<file path="src/rtl/blink_scheduler.sv">
// -----------------------------------------------------------------------------
// blink_scheduler
//
// Command-driven LED sequencer. A remote command source loads up to four
// {pattern, duration} slots, then starts, stops or overrides playback. While
// running, slots 0..last_slot are played in a loop. Each slot lasts
// eff_dur * TICK_DIV clock cycles, where eff_dur = duration (0 counts as 1).
//
// Parameters
//   CLK_FREQ  board clock in Hz, only used to derive the TICK_DIV default
//   TICK_DIV  clk cycles per duration tick (>= 2)
//
// Ports
//   clk        system clock
//   rst_n      synchronous active-low reset
//   cmd_valid  command present
//   cmd_ready  command can be accepted this cycle (low for one cycle after
//              each acceptance)
//   cmd_op     0=WRITE 1=START 2=STOP 3=FORCE
//   cmd_slot   target slot for WRITE
//   cmd_data   WRITE: [23:16] pattern, [15:0] duration in ticks
//              START: [1:0] last slot;  FORCE: [7:0] pattern
//   leds       registered LED drive
//   busy       high while playing
//   cur_slot   slot currently playing (holds its value when stopped)
//   slot_done  one-cycle pulse when a slot expires and playback advances
// -----------------------------------------------------------------------------
module blink_scheduler #(
  parameter int unsigned CLK_FREQ = 25_000_000,
  parameter int unsigned TICK_DIV = CLK_FREQ / 1000
) (
  input  logic        clk,
  input  logic        rst_n,
  input  logic        cmd_valid,
  output logic        cmd_ready,
  input  logic [1:0]  cmd_op,
  input  logic [1:0]  cmd_slot,
  input  logic [23:0] cmd_data,
  output logic [7:0]  leds,
  output logic        busy,
  output logic [1:0]  cur_slot,
  output logic        slot_done
);

  localparam int unsigned PW = $clog2(TICK_DIV);
  localparam logic [PW-1:0] PRESC_MAX = PW'(TICK_DIV - 1);

  typedef enum logic {
    IDLE = 1'b0,
    RUN  = 1'b1
  } state_t;

  typedef enum logic [1:0] {
    OP_WRITE = 2'd0,
    OP_START = 2'd1,
    OP_STOP  = 2'd2,
    OP_FORCE = 2'd3
  } op_t;

  state_t         state;
  logic [7:0]     slot_pat [4];
  logic [15:0]    slot_dur [4];
  logic [1:0]     last_slot;
  logic [PW-1:0]  presc;
  logic [15:0]    tick_cnt;

  op_t            op;
  logic           accept;
  logic           tick;
  logic           expire;
  logic [15:0]    eff_dur;
  logic [1:0]     next_slot;

  // NOTE: every signal written in always_comb gets a value on every path,
  // otherwise synthesis infers a latch to hold the old value.
  always_comb begin
    op        = op_t'(cmd_op);
    accept    = cmd_valid && cmd_ready;
    tick      = (state == RUN) && (presc == PRESC_MAX);
    eff_dur   = (slot_dur[cur_slot] == 16'd0) ? 16'd1 : slot_dur[cur_slot];
    // 17-bit compare so tick_cnt+1 cannot wrap at 65535.
    expire    = tick && (({1'b0, tick_cnt} + 17'd1) >= {1'b0, eff_dur});
    next_slot = (cur_slot == last_slot) ? 2'd0 : cur_slot + 2'd1;
  end

  // NOTE: all state here uses non-blocking assignments so every register
  // samples the pre-edge values; later assignments in the block override
  // earlier ones, which is how commands take priority over playback.
  always_ff @(posedge clk) begin
    if (!rst_n) begin
      state     <= IDLE;
      leds      <= 8'h00;
      busy      <= 1'b0;
      cur_slot  <= 2'd0;
      slot_done <= 1'b0;
      cmd_ready <= 1'b1;
      last_slot <= 2'd0;
      presc     <= '0;
      tick_cnt  <= 16'd0;
      // NOTE: the slot table is reset explicitly so a START straight after
      // reset plays a known blank pattern; a plain RAM would not be reset.
      for (int i = 0; i < 4; i++) begin
        slot_pat[i] <= 8'h00;
        slot_dur[i] <= 16'd0;
      end
    end else begin
      // One dead cycle after every acceptance.
      cmd_ready <= !accept;
      slot_done <= 1'b0;

      if (state == RUN) begin
        // Refreshed every cycle so a WRITE to the playing slot shows up
        // on the edge after it is stored.
        leds <= slot_pat[cur_slot];
        if (expire) begin
          slot_done <= 1'b1;
          cur_slot  <= next_slot;
          presc     <= '0;
          tick_cnt  <= 16'd0;
          leds      <= slot_pat[next_slot];
        end else if (tick) begin
          presc    <= '0;
          tick_cnt <= tick_cnt + 16'd1;
        end else begin
          presc <= presc + 1'b1;
        end
      end

      if (accept) begin
        // A command on an expiry edge hides that expiry's pulse.
        slot_done <= 1'b0;
        unique case (op)
          OP_WRITE: begin
            slot_pat[cmd_slot] <= cmd_data[23:16];
            slot_dur[cmd_slot] <= cmd_data[15:0];
          end
          OP_START: begin
            state     <= RUN;
            busy      <= 1'b1;
            last_slot <= cmd_data[1:0];
            cur_slot  <= 2'd0;
            presc     <= '0;
            tick_cnt  <= 16'd0;
            leds      <= slot_pat[0];
          end
          OP_STOP: begin
            state    <= IDLE;
            busy     <= 1'b0;
            presc    <= '0;
            tick_cnt <= 16'd0;
            leds     <= 8'h00;
          end
          OP_FORCE: begin
            state    <= IDLE;
            busy     <= 1'b0;
            presc    <= '0;
            tick_cnt <= 16'd0;
            leds     <= cmd_data[7:0];
          end
        endcase
      end
    end
  end

endmodule

</file>
<file path="config.mk">
export PLATFORM = sky130hd
export DESIGN_NAME = blink_scheduler
export DESIGN_NICKNAME = d
export VERILOG_FILES = /design/src/rtl/blink_scheduler.sv
export SDC_FILE = /design/constraint.sdc
export NUM_CORES = 1
export LEC_CHECK = 0
export CAP_MARGIN = 20
export CORE_MARGIN = 2
export CORE_UTILIZATION = 35
export CTS_CLUSTER_SIZE = 25
export DETAILED_ROUTE_END_ITERATION = 10
export SLEW_MARGIN = 40
export SYNTH_ARGS = -nofsm -noshare
export SYNTH_HDL_FRONTEND = slang
export SYNTH_SLANG_ARGS = --single-unit
</file>
<file path="constraint.sdc">
create_clock -name clk -period 4.3 [get_ports clk]
set_clock_uncertainty 0.1 [all_clocks]
set_input_delay 0.645 -clock clk [delete_from_list [all_inputs] [get_ports clk]]
set_output_delay 0.645 -clock clk [all_outputs]
set_load 0.05 [all_outputs]
</file>
==> results.cfg <==
[run_status]
status = finished clean

[cts]
post_cts_buffers = 0
cts-root-buf = clkbuf_16
holdBufCountCts = 0
cts-htree-levels = 4
insertion_delay_ns = 0.44
cts_buffers = 17
cts_sinks = 142
cts_tree = built
clock_path_buffers = 2
cts-resized-gates = 0
clk_pin_slew_ns = 0.06

[timing]
fin_crit_sh_pct = 91.6
slew_headroom_pct = 47.8
fin_setup_tns_ns = 0
finalHoldViolCount = 0
maxSlewViolCount = 0
fmax_ghz = 0.254
final.min_clock_period_ns = 3.94
setup_violations = 0
tightestPinTransition_ns = 0.783
rsz0062_at_grt = false

[logic_synthesis]
synth_ff_type = edfxtp_1
synth_warnings = 0
syn_area_sq_um = 7160
yosys.area_share.adder_pct = 3.14
avgSynthCellArea_sq_um = 11.6
synth_seq_cells = 142
synthXorXnorAreaFrac_pct = 3.30
synthArstFlopShare_pct = 0
yosysSeqAreaShare_pct = 53.1
yosys.cell_types.count = 52
synth_top_family_by_area = simple AND/OR/NAND/NOR gates
synth_enable_flop_cells = 96
synth.mux.area_fraction_pct = 10.6
synth_fp_nets = 668
synthSimpleGateAreaFrac_pct = 19.6
syn_inst = 619
synth_compound_area_share_pct = 7.25

[floorplan]
core-area_sq_um = 20200
die-width_um = 147
start_util_pct = 35.5
num_rows = 52
pin_count = 44
die_height_um = 147
die_area_sq_um = 21600

[setup_path]
cp-end-kind = flop
crit_top_cell = o21ai_0
startpoint_type = flop
critPathSlowestCell = dfxtp_2
crit_fanout = 18
crit_family = simple AND/OR/NAND/NOR gates
worst_ep_arrival_time_ns = 4.19
cp_cell_sequence = mux4_2 > inv_1 > nand4_1 > nor4_1 > a31o_2 > ha_1 > nor2b_1 > o21ai_0 > a31oi_1 > o21ai_0 > nor2_2 > o21ai_0 > a21oi_1
max_stage_delay_ns = 0.65
required_ns = 4.55
worstSetupPathType = flop to flop
reg2reg_slack_ns = 0.36
worst-path-buf-inv = 1

[place]
dp_hpwl_um = 11700
portBuffers = 43
gp_congestion = 0.799

[final_layout]
drive_above_1_share_pct = 14.9
mostFrequentLayoutCells = and2_1, edfxtp_1, dfxtp_1
syn2layout_area_growth_pct = 21.2
multi_input_area_sq_um = 3170
regArea_sq_um = 3800
fillCellCount = 1893
antenna_cells = 0
fin_nets = 725
final_common_cell = and2_1

[global_routing]
track_usage_pct = 16.7
gr-total-overflow = 0
grt_pass1_vias = 5082
grt_max_degree = 25
grt_pass1_wl_um = 27700
antenna_found_initial = 0

[route]
drt_iter0_drc = 462
ant_nets = 0
avgRoutedWirePerCell_um = 18.0
vias = 4992
drcViolationCount = 0
viasPerCell = 5.21
drt_wl_total_um = 17300
firstDrtPassIters = 5

[power_and_ir_drop]
peakVddDrop_uv = 273
p_total_w = 0.00333
p_leak_nw = 3.19
p_per_area_nw_per_um2 = 384

[min_path]
worstHoldPathType = flop to flop

[run]
drv_cap = 0
## cell type report
| type | count | area share (%) |
|---|---|---|
| clock inverters | 15 | 2.57 |
| repair buffers | 68 | 7.35 |
| flip-flops and latches | 142 | 43.8 |
| well taps | 270 | 3.89 |
| clock buffers | 17 | 4.90 |
| inverters | 20 | 0.865 |
| multi-input cells | 427 | 36.6 |
## cell usage after synthesis, drive strengths merged, types with 5 or more instances
cell type  instances  share of area [%]
o211ai             5               0.52
o32ai              5               0.61
mux2i             13                1.8
nand2             43                2.3
nand3             31                2.2
nand2b            10               0.87
nor4               6               0.61
buf               15                1.2
nand4              9               0.79
o21ai             15                1.1
nor3               9               0.63
mux4              21                6.6
xnor2              9                1.1
and3               7               0.61
dfxtp             46                 13
inv               20                1.0
edfxtp            96                 40
mux2              14                2.2
and2              98                8.6
clkbuf            15               0.79
a22oi              5               0.52
nor2              31                1.7
xor2              18                2.2
a21oi             23                1.6
ha                18                3.1
## per-layer routing
metal	vias to the layer above	GRT usage, %	routed length, um
met5	-	0	0
met2	120	27.8	8660
met1	2479	21.6	7700
li1	2375	-	-
met4	0	5.24	195
met3	18	3.91	717
## worst register-to-register path, delay by kind of cell, from the launching register on
kind                     cells  cell delay [ns]
AO/OA/AOI/OAI                6             1.03
adder cells (fa/ha/maj)      1             0.22
buffers and inverters        1             0.10
flip-flops                   1             0.65
multiplexers                 1             0.58
AND/OR/NAND/NOR              4             1.17
## registers in the layout, summed over array words and instances (netlist names)
signal / count
last_slot: 2
leds: 8
slot_done: 1
state: 1
cur_slot: 2
tick_cnt: 16
slot_pat: 32
cmd_ready: 1
presc: 15
slot_dur: 64
## stage by stage
| stage | instance area [sq um] | setup WS (ns) | util, % | std cells | hold slack, ns |
|---|---|---|---|---|---|
| finish | 8680 | 0.361 | 43.0 | 959 | 0.382 |
| global route | 8680 | 0.0495 | 43.0 | 959 | 0.391 |
| CTS | 8680 | 0.298 | 43.0 | 959 | 0.381 |
| detailed placement | 8030 | 0.353 | 39.8 | 927 | 0.372 |
| global placement | 8010 | 0.502 | 39.7 | 925 | 0.360 |
| floorplan | 7160 | 0.363 | - | 619 | 0.349 |
## cell families (layout without fill, tap and decap cells)
| family | after synthesis | after routing |
|---|---|---|
| and+or+nand+nor | 258 | 258 |
| DFF | 142 | 142 |
| buffers and inverters | 50 | 120 |
| adders and majority gates | 18 | 18 |
| muxes | 48 | 48 |
| xor gates and xnor gates | 27 | 27 |
| AOI/OAI and AO/OA | 76 | 76 |
## report_power, final
part           total, W  internal, W  leakage [nW]  switching [W]
sequential      0.00151      0.00150          1.37      0.0000175
combinational  0.000196    0.0000794          1.50       0.000117
clock           0.00162     0.000993         0.315       0.000629
## worst paths after layout
kind               startpoint      endpoint  depth (start not counted)
hold / removal    tick_cnt[7]   tick_cnt[7]                          2
hold reg to reg   tick_cnt[7]   tick_cnt[7]                          2
setup reg to reg  cur_slot[0]  tick_cnt[12]                         13
setup / recovery  cur_slot[0]  tick_cnt[12]                         13
No activity file was read; power rests on OpenSTA's default activity.
